===== config.mk =====
export PLATFORM = sky130hd
export DESIGN_NAME = progress_tracker
export DESIGN_NICKNAME = d
export VERILOG_FILES = /design/src/rtl/progress_tracker.sv
export SDC_FILE = /design/constraint.sdc
export NUM_CORES = 1
export LEC_CHECK = 0
export BUFFER_PORTS_ARGS = -buffer_cell sky130_fd_sc_hd__buf_2
export CAP_MARGIN = 20
export CORE_UTILIZATION = 50
export DETAILED_ROUTE_END_ITERATION = 10
export PLACE_DENSITY_LB_ADDON = 0.3
export SLEW_MARGIN = 15
export SYNTH_ARGS = -nofsm -noshare
export SYNTH_HDL_FRONTEND = slang
export SYNTH_SLANG_ARGS = --single-unit

===== constraint.sdc =====
create_clock -name clk -period 3.45 [get_ports clk]
set_input_delay 1.035 -clock clk [delete_from_list [all_inputs] [get_ports clk]]
set_output_delay 1.035 -clock clk [all_outputs]
set_load 0.005 [all_outputs]

===== src/rtl/progress_tracker.sv =====
// progress_tracker: counts per-byte strobes against a latched size to drive a progress overlay
//   in : clk, reset_n (async, active-low), start (+size), byte_stb, stop
//   out: current, max, enable (RUN|HOLD), busy (RUN), complete (HOLD-entry pulse), stalled
module progress_tracker #(
  parameter logic [23:0] HOLD_CYCLES  = 24'd4000000,
  parameter logic [24:0] MIN_MAX      = 25'd128,
  parameter logic [23:0] STALL_CYCLES = 24'd0
) (
  input  logic        clk,
  input  logic        reset_n,
  input  logic        start,
  input  logic [24:0] size,
  input  logic        byte_stb,
  input  logic        stop,
  output logic [24:0] current,
  output logic [24:0] max,
  output logic        enable,
  output logic        busy,
  output logic        complete,
  output logic        stalled
);
  typedef enum logic [1:0] {IDLE, RUN, HOLD} state_t;
  state_t      state_q, state_d;
  logic [24:0] cur_q, cur_d, max_q, max_d, cur_inc;
  logic [23:0] stall_q, stall_d, hold_q, hold_d;
  logic        en_q, en_d, busy_q, busy_d, cmp_q, cmp_d, stl_q, stl_d, wd_fire;
  always_comb begin
    cur_inc = (byte_stb && cur_q < max_q) ? cur_q + 25'd1 : cur_q;
    // watchdog wins over a same-cycle byte_stb, so it looks only at the registered timer
    wd_fire = (STALL_CYCLES != '0) && (stall_q == STALL_CYCLES);
    state_d = state_q;
    cur_d   = cur_q;
    max_d   = max_q;
    en_d    = en_q;
    busy_d  = busy_q;
    cmp_d   = 1'b0;
    stl_d   = stl_q;
    stall_d = stall_q;
    hold_d  = hold_q;
    if (start) begin
      state_d = RUN;
      cur_d   = '0;
      max_d   = (size < MIN_MAX) ? MIN_MAX : size;
      en_d    = 1'b1;
      busy_d  = 1'b1;
      stl_d   = 1'b0;
      stall_d = '0;
    end else if (state_q == RUN) begin
      if (stop) begin
        state_d = HOLD;
        cur_d   = cur_inc;
        cmp_d   = (cur_inc == max_q);
        busy_d  = 1'b0;
        hold_d  = HOLD_CYCLES;
      end else if (wd_fire) begin
        state_d = HOLD;
        stl_d   = 1'b1;
        busy_d  = 1'b0;
        hold_d  = HOLD_CYCLES;
      end else begin
        cur_d   = cur_inc;
        stall_d = (byte_stb || STALL_CYCLES == '0) ? '0 : stall_q + 24'd1;
      end
    end else if (state_q == HOLD) begin
      state_d = (hold_q == '0) ? IDLE : HOLD;
      cur_d   = (hold_q == '0) ? '0 : cur_q;
      en_d    = (hold_q != '0);
      hold_d  = (hold_q == '0) ? hold_q : hold_q - 24'd1;
    end
  end
  always_ff @(posedge clk or negedge reset_n) begin
    if (!reset_n) begin
      state_q <= IDLE;
      cur_q   <= '0;
      max_q   <= MIN_MAX;
      en_q    <= 1'b0;
      busy_q  <= 1'b0;
      cmp_q   <= 1'b0;
      stl_q   <= 1'b0;
      stall_q <= '0;
      hold_q  <= '0;
    end else begin
      state_q <= state_d;
      cur_q   <= cur_d;
      max_q   <= max_d;
      en_q    <= en_d;
      busy_q  <= busy_d;
      cmp_q   <= cmp_d;
      stl_q   <= stl_d;
      stall_q <= stall_d;
      hold_q  <= hold_d;
    end
  end
  assign current  = cur_q;
  assign max      = max_q;
  assign enable   = en_q;
  assign busy     = busy_q;
  assign complete = cmp_q;
  assign stalled  = stl_q;
endmodule


# == Yosys cells after proc, flatten, opt, wreduce, memory -nomap -nowiden ==
# Cells that the tools add are included.
# word_totals
register_bits,79
latch_bits,0
ram_bits,0
mem_bits_ro,0
input_bits,30
out_inout_bits,54
word_cells,57
mem_count,0
# op_classes
addsub,2
multipliers,0
n_div,0
magnitude_cmp,2
eq_ne,7
shift,0
muxes,24
n_bitwise,1
reduce_logical,14
# op_table
operator,n
2-to-1 mux 25 bit,6
2-to-1 mux 24 bit,4
adder 25 x 1 -> 25 bit (second input constant),1
== test 25 bit,1
< comparator 25 bit,1
< comparator 25 x 8 -> 1 bit (second input constant),1
zero test 24 bit,1
nonzero test 24 bit,1
subtractor 24 x 1 -> 24 bit (second input constant),1
2-to-1 mux 2 bit,5
2-to-1 mux 1 bit,9
AND reduction 2 bit,4
nonzero test 2 bit,4
inequality test 2 bit (second input constant),3
nonzero test 3 bit,2
AND reduction 4 bit,1
inequality test 3 bit (second input constant),1
== test 2 x 1 -> 1 bit (second input constant),1
== test 2 bit (second input constant),1
logical AND 1 bit,1
NOT 1 bit,1

# == Depth between registers and ports, before layout ==
# Gate-level depths: netlist (run 1).
# logic_depth
ltp_word,7
mapped_depth,13
depth_no_buf,11

# == Least setup slack after synthesis (run 1) ==
# No wires, ideal clock.
# synth_timing
kind,reg-to-reg
startpoint,"register cur_q[11], in the netlist current[11]"
endpoint,"register cmp_q, in the netlist complete"
t_arrival_ns,2.778
path_slack_ns,0.561
path_stages_with_launch,12
path_buffers,1
period_less_slack_ns,2.889
path_cell_list,dfrtp_1 -> ha_1 -> and3_4 -> a22o_1 -> o21ai_2 -> nand4_2 -> buf_6 -> or4b_1 -> a211oi_1 -> and4_1 -> nand4b_1 -> a2111oi_2
# synth_via
elab_chain_cells,7
word_cells_on_any_way,8
# synth_rtl
item,line,text
start: declaration,24,"logic [24:0] cur_q, cur_d, max_q, max_d, cur_inc;"
start signal: assignment,84,cur_q <= cur_d;
< comparator 25 bit,28,cur_inc = (byte_stb && cur_q < max_q) ? cur_q + 25'd1 : cur_q;
logical AND 1 bit,28,
2-to-1 mux 25 bit *,28,
== test 25 bit *,52,cmp_d = (cur_inc == max_q);
2-to-1 mux 1 bit *,49,if (stop) begin
2-to-1 mux 1 bit *,48,end else if (state_q == RUN) begin
2-to-1 mux 1 bit *,40,if (start) begin
via cmp_d,26,"logic en_q, en_d, busy_q, busy_d, cmp_q, cmp_d, stl_q, stl_d, wd_fire;"
end signal: assignment,88,cmp_q <= cmp_d;
end: declaration,26,
# The timed path passes the listed nets; every way through them passes the cells marked *.
# A chain may end at the register's enable or synchronous reset.

# == Final worst setup path (run 1) ==
# layout_timing
startpoint,"register max_q[12], in the netlist max[12]"
endpoint,"register cmp_q, in the netlist complete"
# layout_via
elab_chain_cells,7
# layout_rtl
item,line,text
start: declaration,24,
start signal: assignment,85,max_q <= max_d;
< comparator 25 bit,28,
logical AND 1 bit,28,
2-to-1 mux 25 bit,28,
== test 25 bit *,52,
2-to-1 mux 1 bit *,49,
2-to-1 mux 1 bit *,48,
2-to-1 mux 1 bit *,40,
via cmp_d,26,
# Marked as above.

==> flow_summary.ini, run 1 <==
[cells_and_area]
fin_nets = 762
antenna_cells = 0
final_cells = 847
drive_gt1_frac = 0.238
syn2layout_area_growth_pct = 17.6

[detailed_routing]
routed_via_density = 5.85
routed_wl_um = 15100
ant_nets = 0
firstDrtPassIters = 5
drc = 0
vias = 4951
drt-initial-drc-count = 363
wl_per_cell_um = 17.8

[clock_tree]
max-clock-path-buffers = 2
clk_latency_ns = 0.38
clkTransAtPathRegs_ns = 0.09
cts_hold_buf = 0
cts_buffers = 9
clock-sinks = 79
cts-root-buf = clkbuf_8
h-tree-depth = 3
postCtsSetupBuffers = 0
cts_tree = done

[worst_setup_path]
path_class = flip-flop to flip-flop
path_max_fanout = 13
startpoint_type = flip-flop
cp.arrival_ns = 3.58
required_ns = 3.72
timing.reg2reg.worst_path_depth = 11
worstSetupEndpointType = flip-flop

[yosys]
syn_nets = 657
yosysTopAreaCellShare = 0.372
seq_area_frac_synth = 0.377
yosys_register_bits = 79
yosys.area.top_type = dfrtp_1
yosys-top-cells-area = dfrtp_1 37%, o21ai_0 6.7%, ha_1 6.2%
syn-cell-area_um2 = 5250
yosysWarnings = 0
synthArstFlopShare = 1.00
synth-edff-count = 0
ys_types = 77
avgSynthCellArea_um2 = 8.74
synth-main-ff-cell = dfrtp_1
syn_inst = 601

[grt]
grt_max_degree = 51
grt_pass1_wl_um = 24400
gr-usage-all-layers = 0.287
grt_pass1_vias = 4831
grt_overflow = 0
grt_antenna_before_repair = 0

[timing]
tightest_slew_ns = 0.666
fmax_ghz = 0.302
rsz0062_at_grt = no
maxSlewViolCount = 0
setup-violations-final = 0
hold_viol = 0
max_slew_margin = 0.556
final.min_clock_period_ns = 3.31
fin_skew_ns = 0.0149
tns_ns = 0
finalCritPeriodShare = 0.960

[floorplanning]
die_y_um = 104
pin_count = 84
die_area_um2 = 10900
dieWidth_um = 104
core_area_um2 = 10200
start_util = 0.513
fp-row-count = 37

[outcome]
status = completed

[min_path]
whs_path_depth = 2
hold_path_class = flip-flop to flip-flop

[placed_design]
dp_hpwl_um = 11400
port_buffers = 82
gp_congestion = 0.963
dp_cells = 831

[power]
irDropWorstVdd_uv = 322
power_density_nw_per_um2 = 372
p_leak_nw = 2.79

[flow_run]
drv_cap = 0
-- per-stage QoR --
| stage | hold WS (ns) | total power [W] | utilization | cell area [µm²] | setup slack, ns |
|---|---|---|---|---|---|
| 6_report | 0.518 | 0.00230 | 0.604 | 6180 | 0.139 |
| 5_1_grt | 0.534 | 0.00241 | 0.604 | 6180 | 0.0000604 |
| 4_1_cts | 0.516 | 0.00230 | 0.601 | 6150 | 0.0198 |
| 3_5_place_dp | 0.493 | 0.00164 | 0.583 | 5970 | 0.0374 |
| 3_3_place_gp | 0.479 | 0.00163 | 0.583 | 5970 | 0.116 |
| 2_1_floorplan | 0.479 | 0.00144 | - | 5250 | 0.561 |
-- cells in the mapped netlist (6+ instances only) --
library cell / number
a21oi_1: 32
and3_1: 9
buf_4: 6
clkbuf_1: 14
dfrtp_1: 78
ha_1: 26
inv_1: 31
nand2_1: 74
nand3_1: 20
nor2_1: 40
nor2b_1: 6
nor3_1: 12
nor4_1: 14
o21ai_0: 70
o31ai_1: 9
or4_1: 7
xnor2_1: 32
xor2_1: 15
-- path summary, 6_finish.rpt --
| path | startpoint | to | slack (ns) |
|---|---|---|---|
| max | max[12] | complete | 0.14 |
| min | busy | busy | 0.52 |
| max reg2reg | max[12] | complete | 0.14 |
| min reg2reg | busy | busy | 0.52 |
| max in group asynchronous | reset_n | max[7] | 2.00 |
| min in group asynchronous | reset_n | current[17] | 0.68 |
-- power breakdown --
group | internal (W) | leakage (nW) | switching (W)
Sequential | 0.00101 | 1.00 | 0.0000964
Clock | 0.000266 | 0.0745 | 0.000397
Combinational | 0.000225 | 1.71 | 0.000305
Total | 0.00150 | 2.79 | 0.000798
-- worst max-delay path, stage by stage (launching register included) --
cell and delay, ns:
dfrtp_1 0.46, inv_1 0.14, ha_1 0.31, and3_4 0.19, a22o_1 0.24, o21ai_2 0.17, nand4_4 0.26, or4b_1 0.58
a211oi_1 0.24, and4_1 0.22, nand4b_1 0.14, a2111oi_2 0.25
-- cell usage in the layout, fill, tap and decap left out, types with 11 or more instances in the layout --
| master | count |
|---|---|
| nor4_1 | 14 |
| a21oi_1 | 32 |
| xor2_1 | 15 |
| nand2_1 | 74 |
| ha_1 | 26 |
| xnor2_1 | 32 |
| nand3_1 | 20 |
| buf_2 | 81 |
| dfrtp_1 | 78 |
| buf_4 | 43 |
| o21ai_0 | 70 |
| inv_1 | 31 |
| nor2_1 | 40 |
| nor3_1 | 11 |
-- routing by layer --
| layer | vias up | GRT usage | part of all wire |
|---|---|---|---|
| met4 | 0 | 0.136 | 0.033 |
| met5 | - | 0 | 0 |
| met1 | 2367 | 0.380 | 0.44 |
| met2 | 187 | 0.446 | 0.46 |
| li1 | 2360 | - | - |
| met3 | 37 | 0.0645 | 0.069 |
-- logic make-up (layout without fill, tap and decap cells) --
logic type | after synthesis | after routing | synth area share
flops | 79 | 79 | 0.377
simple gates | 232 | 232 | 0.242
buf+inv | 61 | 171 | 0.0581
mux | 2 | 2 | 0.00381
xor+xnor | 47 | 47 | 0.0784
other cells | 1 | 1 | 0.000714
compound gates | 153 | 153 | 0.178
fa+ha+maj | 26 | 26 | 0.0619
-- registers in the layout (all words and copies together), names as in the netlist --
name and count:
state_q 2, max 25, enable 1, complete 1, hold_q 24, current 25, busy 1
-- final cells by class --
type,count,area (µm²)
clock buffers,9,124
fillers,930,4050
well taps,136,170
inverters,31,116
flip-flops and latches,79,1980
multi-input cells,461,3010
clock inverters,7,55.1
repair buffers,124,728
-- what timing repair did --
action                                 CTS  global route
endpoints found under the hold margin    0             0
setup endpoints to repair                0             4
gates resized for setup                  0             5
Power figures use the tool's default switching activity.
==> inputs of run 2 (changes only) <==
Clock period 3.45 ns to 3.85 ns, I/O delays scaled along.
==> run 2 against run 1 <==
Hold slack hardly changed; global-route usage is 1.2 points lower; critical endpoint unchanged; register-to-register slack better by 0.27 ns; first-iteration DRC count is 24% lower; via count is 2.6% lower; die area stayed put; sequential cell count stayed put; sequential power is 9.8% lower; fmax is 3.6% lower.
==> flow_summary.ini, run 2 (synthesized netlist as in run 1, its figures left out) <==
[power]
power_density_nw_per_um2 = 356
p_clk_frac = 0.329
switching_share = 0.320
intPower_w = 0.00146
switching_power_w = 0.000685
pwr-share-seq = 0.463
irDropWorstVdd_uv = 242
p_leak_nw = 2.70
power_w = 0.00214
pwr-share-comb = 0.208

[clock_tree]
clock-sinks = 79
postCtsSetupBuffers = 0
max-clock-path-buffers = 2
clk_latency_ns = 0.36
cts-root-buf = clkbuf_8
cts_hold_buf = 0
cts_tree = done
cts_buffers = 9
h-tree-depth = 3
clkTransAtPathRegs_ns = 0.09

[floorplanning]
die_y_um = 104
start_util = 0.513
fp-row-count = 37
pin_count = 84
die_area_um2 = 10900
dieWidth_um = 104
core_area_um2 = 10200

[placed_design]
gp_congestion = 0.908
dp_hpwl_um = 10800
postPlaceCellArea_um2 = 5760
port_buffers = 82

[cells_and_area]
fin_nets = 736
fill_cells = 928
multi_input_area_um2 = 2980
finalInstanceArea_um2 = 6020
syn2layout_area_growth_pct = 14.6
layout_common_cells = 81 x buf_2, 78 x dfrtp_1, 74 x nand2_1
drive_gt1_frac = 0.206
final_common_cell = buf_2
regArea_um2 = 1980
antenna_cells = 0
final_util = 0.588

[worst_setup_path]
required_ns = 4.10
path_class = flip-flop to flip-flop
path_max_fanout = 20
cp.arrival_ns = 3.69
timing.reg2reg.worst_path_depth = 10
startpoint_type = flip-flop
reg2reg_from = current[22]
reg2reg_slack_ns = 0.41
worstSetupEndpointType = flip-flop
r2r-end = complete

[detailed_routing]
firstDrtPassIters = 5
wl_per_cell_um = 17.6
routed_wl_um = 14500
routed_via_density = 5.87
ant_nets = 0
vias = 4823
drt-initial-drc-count = 277
drc = 0

[min_path]
hold_start = busy
hold_path_class = flip-flop to flip-flop
holdPathEnd = busy
whs_path_depth = 2

[grt]
grt_overflow = 0
gr-usage-all-layers = 0.275
grt_pass1_wl_um = 23500
grt_pass1_vias = 4638
grt_antenna_before_repair = 0
grt_max_degree = 80

[timing]
tightest_slew_ns = 0.666
maxSlewViolCount = 0
hold_viol = 0
whs_ns = 0.517
final.min_clock_period_ns = 3.44
max_slew_margin = 0.552
rsz0062_at_grt = no
setup-violations-final = 0
finalCritPeriodShare = 0.893
tns_ns = 0
fin_skew_ns = 0.00696
fmax_ghz = 0.291

[outcome]
status = completed

[flow_run]
drv_cap = 0
==> run 2: worst max-delay path, stage by stage (launching register included) <==
cell and delay (ns):
dfrtp_1 0.45, ha_1 0.35, nand4_2 0.17, nor4_2 0.39, nand3_1 0.20, a21oi_4 0.48
or2_0 0.43, a21oi_1 0.17, nor4_4 0.25, nand4b_1 0.19, a2111oi_2 0.24
==> run 2: area by class of cell <==
class,count,area share
clock buffer,10,0.0212
clock inverter,6,0.0152
inverter,31,0.0193
multi-input combinational,461,0.495
sequential,79,0.329
tap,136,0.0283
timing repair buffer,98,0.0919
==> run 2: how the worst max path moves through the flow <==
stage,startpoint,endpoint,slack (ns)
after global placement,current[22],complete,0.42
after global routing,current[22],complete,0.11
after CTS,current[22],complete,0.23
after detailed placement,current[22],complete,0.26
after floorplan,byte_stb,complete,0.91
final,current[22],complete,0.41
==> run 2: what timing repair did <==
| action | in CTS | in global routing |
|---|---|---|
| setup endpoints to repair | 0 | 1 |
| resized for setup | 0 | 1 |
| hold endpoints to repair | 0 | 0 |
==> run 2: layer usage <==
| metal | global-route usage | vias to the layer above | routed length [µm] |
|---|---|---|---|
| li1 | - | 2303 | - |
| met1 | 0.365 | 2317 | 6310 |
| met2 | 0.443 | 176 | 6800 |
| met3 | 0.0526 | 27 | 941 |
| met4 | 0.109 | 0 | 401 |
| met5 | 0 | - | 0 |
==> run 2: stage by stage <==
step	instances	worst slack [ns]
after floorplan	601	0.912
after global placement	804	0.416
after detailed placement	804	0.260
after CTS	820	0.230
after global routing	821	0.110
final	821	0.414
==> run 2: power by group through the flow <==
| stage | Combinational (W) | Clock (W) | Sequential, W |
|---|---|---|---|
| after floorplan | 0.000300 | 0 | 0.000989 |
| after global placement | 0.000432 | 0 | 0.00100 |
| after detailed placement | 0.000440 | 0 | 0.00101 |
| after CTS | 0.000442 | 0.000717 | 0.000991 |
| after global routing | 0.000501 | 0.000743 | 0.00101 |
| final | 0.000445 | 0.000704 | 0.000992 |
